**src/rtl/simple_pkg.sv**
```systemverilog
// Shared datapath constants for the simple CPU: word width, register count, address width.
package simple_pkg;
  localparam int unsigned WIDTH = 16;
  localparam int unsigned NREGS = 8;
  localparam int unsigned AW    = 3;

  localparam logic [WIDTH-1:0] WORD_ZERO = 16'h0000;
endpackage

```
**src/rtl/register_file16_if.sv**
```systemverilog
// Operand-read, write-back and debug signals of the register file.
interface register_file16_if;
  import simple_pkg::*;

  logic [AW-1:0]    rd_addr_a;
  logic [AW-1:0]    rd_addr_b;
  logic             latch_ab;
  logic             wr_en;
  logic [AW-1:0]    wr_addr;
  logic [WIDTH-1:0] wr_data;
  logic [AW-1:0]    dbg_addr;
  logic [WIDTH-1:0] ar;
  logic [WIDTH-1:0] br;
  logic [WIDTH-1:0] dbg_data;

  modport master (
    output rd_addr_a, rd_addr_b, latch_ab, wr_en, wr_addr, wr_data, dbg_addr,
    input  ar, br, dbg_data
  );

  modport slave (
    input  rd_addr_a, rd_addr_b, latch_ab, wr_en, wr_addr, wr_data, dbg_addr,
    output ar, br, dbg_data
  );
endinterface

```
**src/rtl/reg16.sv**
```systemverilog
// Word-wide enabled register with synchronous active-high clear.
module reg16
  import simple_pkg::*;
(
  input  logic             clk,
  input  logic             rst,
  input  logic             en,
  input  logic [WIDTH-1:0] d,
  output logic [WIDTH-1:0] q
);

  always_ff @(posedge clk) begin
    if (rst) begin
      q <= WORD_ZERO;
    end else if (en) begin
      q <= d;
    end
  end

endmodule

```
**src/rtl/register_file16.sv**
```systemverilog
// Eight-entry register file with latched A/B operands and write-first bypass.
module register_file16
  import simple_pkg::*;
(
  input  logic              clk,
  input  logic              rst,
  register_file16_if.slave  bus
);

  logic [WIDTH-1:0] regs [NREGS];
  logic [WIDTH-1:0] a_next;
  logic [WIDTH-1:0] b_next;

  // Architectural registers; each entry loads only when it is the write target.
  for (genvar i = 0; i < int'(NREGS); i++) begin : g_regs
    reg16 u_reg (
      .clk (clk),
      .rst (rst),
      .en  (bus.wr_en && (bus.wr_addr == AW'(i))),
      .d   (bus.wr_data),
      .q   (regs[i])
    );
  end

  // Write-back data takes priority so a result can be consumed on the edge that writes it.
  always_comb begin
    a_next = regs[bus.rd_addr_a];
    b_next = regs[bus.rd_addr_b];
    if (bus.wr_en && (bus.wr_addr == bus.rd_addr_a)) begin
      a_next = bus.wr_data;
    end
    if (bus.wr_en && (bus.wr_addr == bus.rd_addr_b)) begin
      b_next = bus.wr_data;
    end
  end

  reg16 u_ar (
    .clk (clk),
    .rst (rst),
    .en  (bus.latch_ab),
    .d   (a_next),
    .q   (bus.ar)
  );

  reg16 u_br (
    .clk (clk),
    .rst (rst),
    .en  (bus.latch_ab),
    .d   (b_next),
    .q   (bus.br)
  );

  // Debug view is the array itself, never the bypass.
  assign bus.dbg_data = regs[bus.dbg_addr];

endmodule

```
**src/flat_wrapper.sv**
```systemverilog
// flat-port wrapper written by rule: the top's interface ports become plain ports
module register_file16_flat import simple_pkg::*;
  (clk, rst, bus_rd_addr_a, bus_rd_addr_b, bus_latch_ab, bus_wr_en, bus_wr_addr, bus_wr_data, bus_dbg_addr, bus_ar, bus_br, bus_dbg_data);
  register_file16_if bus_i ();
  input  logic clk;
  input  logic rst;
  input wire logic [$bits(bus_i.rd_addr_a)-1:0] bus_rd_addr_a;
  input wire logic [$bits(bus_i.rd_addr_b)-1:0] bus_rd_addr_b;
  input wire logic [$bits(bus_i.latch_ab)-1:0] bus_latch_ab;
  input wire logic [$bits(bus_i.wr_en)-1:0] bus_wr_en;
  input wire logic [$bits(bus_i.wr_addr)-1:0] bus_wr_addr;
  input wire logic [$bits(bus_i.wr_data)-1:0] bus_wr_data;
  input wire logic [$bits(bus_i.dbg_addr)-1:0] bus_dbg_addr;
  output wire logic [$bits(bus_i.ar)-1:0] bus_ar;
  output wire logic [$bits(bus_i.br)-1:0] bus_br;
  output wire logic [$bits(bus_i.dbg_data)-1:0] bus_dbg_data;
  assign bus_i.rd_addr_a = bus_rd_addr_a;
  assign bus_i.rd_addr_b = bus_rd_addr_b;
  assign bus_i.latch_ab = bus_latch_ab;
  assign bus_i.wr_en = bus_wr_en;
  assign bus_i.wr_addr = bus_wr_addr;
  assign bus_i.wr_data = bus_wr_data;
  assign bus_i.dbg_addr = bus_dbg_addr;
  assign bus_ar = bus_i.ar;
  assign bus_br = bus_i.br;
  assign bus_dbg_data = bus_i.dbg_data;
  register_file16 u_core (.clk(clk), .rst(rst), .bus(bus_i));
endmodule
```
**config.mk**
```make
export PLATFORM = sky130hd
export DESIGN_NAME = register_file16_flat
export DESIGN_NICKNAME = d
export VERILOG_FILES = /design/src/rtl/simple_pkg.sv /design/src/rtl/register_file16_if.sv /design/src/rtl/reg16.sv /design/src/rtl/register_file16.sv /design/src/flat_wrapper.sv
export SDC_FILE = /design/constraint.sdc
export NUM_CORES = 1
export LEC_CHECK = 0
export CELL_PAD_IN_SITES_DETAIL_PLACEMENT = 1
export CELL_PAD_IN_SITES_GLOBAL_PLACEMENT = 2
export CORE_MARGIN = 5
export CORE_UTILIZATION = 37
export DETAILED_ROUTE_END_ITERATION = 8
export HOLD_SLACK_MARGIN = 0.02
export PLACE_DENSITY = 0.86
export SLEW_MARGIN = 20
export SYNTH_ARGS = -nofsm -noshare
export SYNTH_HDL_FRONTEND = slang
export SYNTH_SLANG_ARGS = --single-unit
export TNS_END_PERCENT = 20
```
**constraint.sdc**
```tcl
create_clock -name clk -period 2.2 [get_ports clk]
set_input_delay 0.33 -clock clk [delete_from_list [all_inputs] [get_ports clk]]
set_output_delay 0.33 -clock clk [all_outputs]
set_load 0.005 [all_outputs]
```
==> results.yml, run 1 <==
status:
  status: "completed"
floorplan:
  dieArea_um2: 27200
  initial_core_util_pct: 37.8
  num_rows: 56
  core_area_um2: 23500
  die-height_um: 165
  io_pins: 80
  die_w_um: 165
critical_path:
  path_class: "reg -> out"
  cp_slowest_stage_delay_ns: 0.49
  r2r_slack_ns: 0.69
  slowest_stage: "mux4_2"
  r2r-start: "u_core.g_regs[7].u_reg.q[1]"
  path_max_fanout: 4
  arrival_ns: 1.84
  r2r_cells: 3
  worstSetupStartpointType: "flop"
  r2r-end: "u_core.u_br.q[1]"
  end_kind: "primary output"
  crit_required_ns: 1.87
  crit_chain: "mux4_2 > mux2_2 > dlygate4sd2_1"
sta:
  holdWs_ns: 0.320
  clock.fmax_mhz: 462
  worst_slack_ns: 0.0350
  setup_violations: 0
  final.period_utilization_pct: 98.4
  relSlewSlack_pct: 52.7
  tightest_slew_ns: 0.708
  fin_skew_ns: 0.00475
  min_period_ns: 2.17
  maxSlewViolCount: 0
  hold_viol_final: 0
  rsz0062_at_grt: "no"
clocking:
  cts_buffers: 17
  cts_max_level: 4
  root_buffer: "clkbuf_16"
  cts_tree: "built"
  cts_buffer_depth: 2
  cts_sinks: 160
  postCtsSetupRepairBufs: 0
  clk_pin_slew_ns: 0.07
  clk_latency_ns: 0.43
route:
  routed_wl_um: 32500
  vias: 7807
  final_antenna_net_count: 0
  wire_per_inst_um: 24.9
  drc: 0
  viasPerCell: 5.98
  drtIter0Drc: 764
  drtPass1Iterations: 4
grt:
  grt_pass1_wl_um: 49400
  grt_overflow: 0
  antenna_found_initial: 0
  grt_use_total_pct: 24.2
  grt_pass1_vias: 7888
  grt_max_degree: 108
worst_hold_path:
  hold_start: "rst"
  hold_depth: 2
  hold_end: "u_core.g_regs[0].u_reg.q[0]"
  holdCritPathClass: "in -> reg"
power:
  p_total_mw: 6.92
  p_sw_share_pct: 27.1
  clock_power_share_pct: 43.6
  power_density_nw_per_um2: 635
  p_int_mw: 5.04
  max-vdd-ir-drop_mv: 0.400
  cellLeakagePower_nw: 3.80
  seq_power_share_pct: 43.6
  p_sw_mw: 1.88
  pwr-share-comb_pct: 12.8
layout:
  fin_area_um2: 10900
  layout.nets: 1006
  drive_above_1_share_pct: 25.5
  stdcell_count: 1306
  syn_to_final_growth_pct: 22.7
  antenna_cells: 0
place:
  post-place-ws_ns: -0.336
  placedCellCount: 1273
  io_buffers: 79
  dp_hpwl_um: 22100
  dpl_cell_area_um2: 10300
  globalplace.congestion: 0.860
yosys:
  ys.warnings.count: 0
  synthDominantCellAreaShare_pct: 36.0
  ys_types: 31
  ys_ff_latch: 160
  synth.area.top_cells: "dfxtp_1 36%, mux4_2 24%, nand2_1 11%, a21oi_1 7.2%, mux2i_1 3.6%"
  ys_seq_area_share_pct: 36.0
  synthCells: 907
  syn-num-nets: 939
  synth_area_per_cell_um2: 9.80
  synth_area_leader_cell: "dfxtp_1"
  syn_area_um2: 8890
job:
  cap_violations: 0
==> cell type report <==
class	instances	area, um2
fill	2631	12600
multi-input combinational	636	5170
sequential	160	3210
timing repair buffer	148	1500
clock buffer	17	425
tap	319	399
clock inverter	15	159
inverter	11	41.3
==> routing by layer <==
metal / share of wire [%] / track usage, % / vias up
li1: - / - / 3416
met1: 42 / 32.3 / 4055
met2: 49 / 39.9 / 297
met3: 7.6 / 5.14 / 39
met4: 1.7 / 6.47 / 0
met5: 0 / 0 / -
==> worst max-delay path by stage <==
stage                                       startpoint               end  slack [ns]  cells after the start
final                     u_core.g_regs[7].u_reg.q[14]  bus_dbg_data[14]        0.03                      3
after global routing      u_core.g_regs[7].u_reg.q[14]  bus_dbg_data[14]       0.008                      3
after floorplan                        bus_dbg_addr[0]   bus_dbg_data[0]        0.31                      4
after global placement                 bus_dbg_addr[1]   bus_dbg_data[6]       -0.30                      5
after CTS                 u_core.g_regs[7].u_reg.q[14]  bus_dbg_data[14]        0.03                      3
after detailed placement               bus_dbg_addr[1]   bus_dbg_data[4]       -0.34                      5
==> timing repair <==
| item | in CTS | in global routing |
|---|---|---|
| endpoints found under the setup margin | 16 | 0 |
| gates resized for setup | 29 | 0 |
| hold buffers | 0 | 0 |
| hold endpoints to repair | 0 | 0 |
==> cells in the final DEF, fill, tap and decap left out, types with 16 or more instances in the layout <==
master	count
nand2_1	270
buf_4	52
a21oi_1	128
or3b_2	18
dfxtp_1	151
clkbuf_16	17
mux4_2	96
o221ai_1	32
clkdlybuf4s50_1	57
mux2_2	16
dlygate4sd2_1	16
buf_12	17
mux2i_1	32
==> synthesized netlist by cell type <==
library cell and n:
a21oi_1 128, a41o_1 1, a41o_4 1, and3b_1 1
and4_1 1, and4b_1 3, and4bb_2 2, buf_1 5
buf_2 28, buf_4 10, buf_6 6, clkbuf_1 50
clkbuf_2 1, dfxtp_1 160, inv_1 11, mux2_2 16
mux2i_1 32, mux4_2 96, nand2_1 270, nand2b_1 1
nand3b_1 13, nand4_1 5, nand4b_1 3, nand4bb_1 3
nor2_1 1, nor4b_4 1, nor4bb_1 1, o221ai_1 32
or3b_2 18, or4b_1 1, xnor2_1 6
==> cell families (layout without fill, tap and decap cells) <==
| family | Yosys count | after routing | share of synthesized area [%] |
|---|---|---|---|
| simple gates | 324 | 324 | 16.7 |
| compound gates | 162 | 162 | 10.7 |
| buf+inv | 111 | 191 | 6.02 |
| flops | 160 | 160 | 36.0 |
| mux | 144 | 144 | 29.9 |
| xor+xnor | 6 | 6 | 0.591 |
==> power groups by stage <==
stage | Clock [mW] | Sequential (mW) | Combinational, mW
floorplan | 0 | 3.06 | 0.518
global placement | 0 | 3.08 | 0.859
detailed placement | 0 | 3.08 | 0.876
CTS | 3.06 | 3.02 | 0.883
global route | 3.18 | 3.03 | 0.936
finish | 3.02 | 3.02 | 0.887
==> flip-flops by register name, summed over array words and instances, names as in the netlist <==
name and cells:
u_core.g_regs.u_reg.q 128, u_core.u_br.q 16, u_core.u_ar.q 16
==> worst max-delay path: cells and delay by family, from the launching register on <==
| family | cells | cell delay [ns] |
|---|---|---|
| buffers and inverters | 1 | 0.27 |
| muxes | 2 | 0.78 |
| DFF | 1 | 0.36 |
==> per-stage QoR <==
stage	utilization, %	setup TNS [ns]
floorplan	-	0
global placement	43.8	-4.47
detailed placement	43.8	-4.92
CTS	46.3	0
global route	46.3	0
finish	46.3	0
No activity file was read; power rests on OpenSTA's default activity.
==> run 2: changes to the inputs <==
==> constraint.sdc (replaced) <==
create_clock -name clk -period 2.1 [get_ports clk]
set_input_delay 0.315 -clock clk [delete_from_list [all_inputs] [get_ports clk]]
set_output_delay 0.315 -clock clk [all_outputs]
set_load 0.005 [all_outputs]
==> run 2 against run 1 <==
Effect of this change:
- the flow now finishes with violations (setup timing)
- worst hold slack got worse by 0.038 ns
- sequential power is 5% higher
- first-iteration DRC count down 12%
- routed wire length increased by 0.32%
- clock power is 7.0% higher
- largest power group is now clock
==> results.yml, run 2 (synthesis gave the netlist of run 1 again) <==
critical_path:
  r2r_cells: 3
  r2r-end: "u_core.u_br.q[1]"
  r2r_slack_ns: 0.56
  path_class: "reg -> out"
  r2r-start: "u_core.g_regs[3].u_reg.q[1]"
  crit_required_ns: 1.78
  end_kind: "primary output"
  crit_chain: "mux4_2 > mux2_2 > dlygate4sd2_1"
  worstSetupStartpointType: "flop"
  crit_family: "multiplexers"
  path_max_fanout: 4
  cp_slowest_stage_delay_ns: 0.47
  arrival_ns: 1.79
  slowest_stage: "mux4_2"
  cp_num_buf_inv: 1
clocking:
  clk_latency_ns: 0.43
  cts_sinks: 160
  clk_pin_slew_ns: 0.06
  holdBufCountCts: 0
  root_buffer: "clkbuf_16"
  postCtsSetupRepairBufs: 0
  cts_tree: "built"
  cts_buffer_depth: 2
  cts_max_level: 4
  cts_buffers: 17
status:
  violations: "setup timing"
  status: "complete, but fails checks"
sta:
  min_period_ns: 2.10
  hold_viol_final: 0
  clock.fmax_mhz: 475
  fin_setup_tns_ns: -0.00401
  fin_skew_ns: 0.00738
  holdWs_ns: 0.282
  setup_violations: 1
  rsz0062_at_grt: "yes"
  tightest_slew_ns: 0.686
  relSlewSlack_pct: 54.2
  final.period_utilization_pct: 100
  worst_slack_ns: -0.00401
  maxSlewViolCount: 0
route:
  drtIter0Drc: 672
  dr_wl_met3_um: 2090
  vias: 7790
  routed_wl_um: 32700
  drtPass1Iterations: 6
  viasPerCell: 5.94
  wire_per_inst_um: 24.9
  drc: 0
  top_layer: "met4"
  drt-met1-wl_um: 14100
  wl_met2_um: 15700
  final_antenna_net_count: 0
power:
  power_density_nw_per_um2: 662
  cellLeakagePower_nw: 3.84
  p_total_mw: 7.34
  max-vdd-ir-drop_mv: 0.592
layout:
  antenna_cells: 0
  drive_above_1_share_pct: 30.8
  final_cell_mix: "270 x nand2_1, 128 x a21oi_1, 102 x dfxtp_1"
  largestRegisters: "u_core.g_regs.u_reg.q: 128 flops, u_core.u_ar.q: 16 flops, u_core.u_br.q: 16 flops"
  fillers: 2591
  stdcell_count: 1312
  final_common_cell: "nand2_1"
  layout.nets: 1013
  top_register: "u_core.g_regs.u_reg.q"
  multiInputGateArea_um2: 5190
  syn_to_final_growth_pct: 24.7
  largest_reg_flops: 128
  regArea_um2: 3280
place:
  globalplace.congestion: 0.887
  io_buffers: 79
  placedCellCount: 1280
  dp_hpwl_um: 21900
worst_hold_path:
  hold_depth: 2
  hold_end: "u_core.g_regs[4].u_reg.q[15]"
  holdCritPathClass: "in -> reg"
  hold_start: "rst"
floorplan:
  initial_core_util_pct: 37.8
  die_w_um: 165
  die-height_um: 165
  core_area_um2: 23500
  io_pins: 80
  num_rows: 56
  dieArea_um2: 27200
grt:
  grt_max_degree: 107
  grt_overflow: 0
  grt_pass1_wl_um: 49500
  antenna_found_initial: 0
  grt_use_total_pct: 24.3
  grt_pass1_vias: 7992
job:
  cap_violations: 0
run 2: final cells by class:
| class | instances | share of cell area, % |
|---|---|---|
| clock buffers | 22 | 4.19 |
| clock inverters | 9 | 1.21 |
| inverters | 11 | 0.372 |
| multi-input cells | 636 | 46.8 |
| flip-flops and latches | 160 | 29.5 |
| well taps | 319 | 3.60 |
| repair buffers | 155 | 14.3 |
run 2: what timing repair did:
| action | in CTS | in global routing |
|---|---|---|
| resized for setup | 72 | 25 |
| setup endpoints to repair | 16 | 9 |
| endpoints found under the hold margin | 0 | 0 |
| cloned | 1 | 0 |
run 2: power breakdown:
part / total (mW) / internal [mW] / leakage [nW] / switching (mW)
combinational: 0.942 / 0.427 / 2.24 / 0.515
clock: 3.23 / 1.93 / 0.278 / 1.30
sequential: 3.17 / 3.11 / 1.32 / 0.0631
run 2: worst register-to-register path: cells and delay by family, from the launching register on:
kind	cells	cell delay [ns]
mux	2	0.90
flops	1	0.33
compound gates	1	0.17
run 2: metrics by stage:
step	util [%]	worst slack (ns)	area, um2
floorplan	-	0.236	8890
global placement	44.1	-0.371	10400
detailed placement	44.1	-0.400	10400
CTS	47.0	-0.180	11100
global route	47.1	-0.0551	11100
finish	47.1	-0.00401	11100
run 2: how the worst max path moves through the flow:
stage                            startpoint                to  cells after the start
2_1_floorplan               bus_dbg_addr[0]   bus_dbg_data[0]                      4
3_3_place_gp                bus_dbg_addr[1]   bus_dbg_data[6]                      5
3_5_place_dp                bus_dbg_addr[1]   bus_dbg_data[5]                      5
4_1_cts        u_core.g_regs[0].u_reg.q[15]  bus_dbg_data[15]                      3
5_1_grt         u_core.g_regs[7].u_reg.q[8]   bus_dbg_data[8]                      3
6_report        u_core.g_regs[7].u_reg.q[8]   bus_dbg_data[8]                      3
run 2: routing by layer:
metal,vias to the layer above,global-route usage [%]
met2,293,39.9
met3,53,4.64
met5,-,0
li1,3432,-
met1,4012,32.8
met4,0,7.30
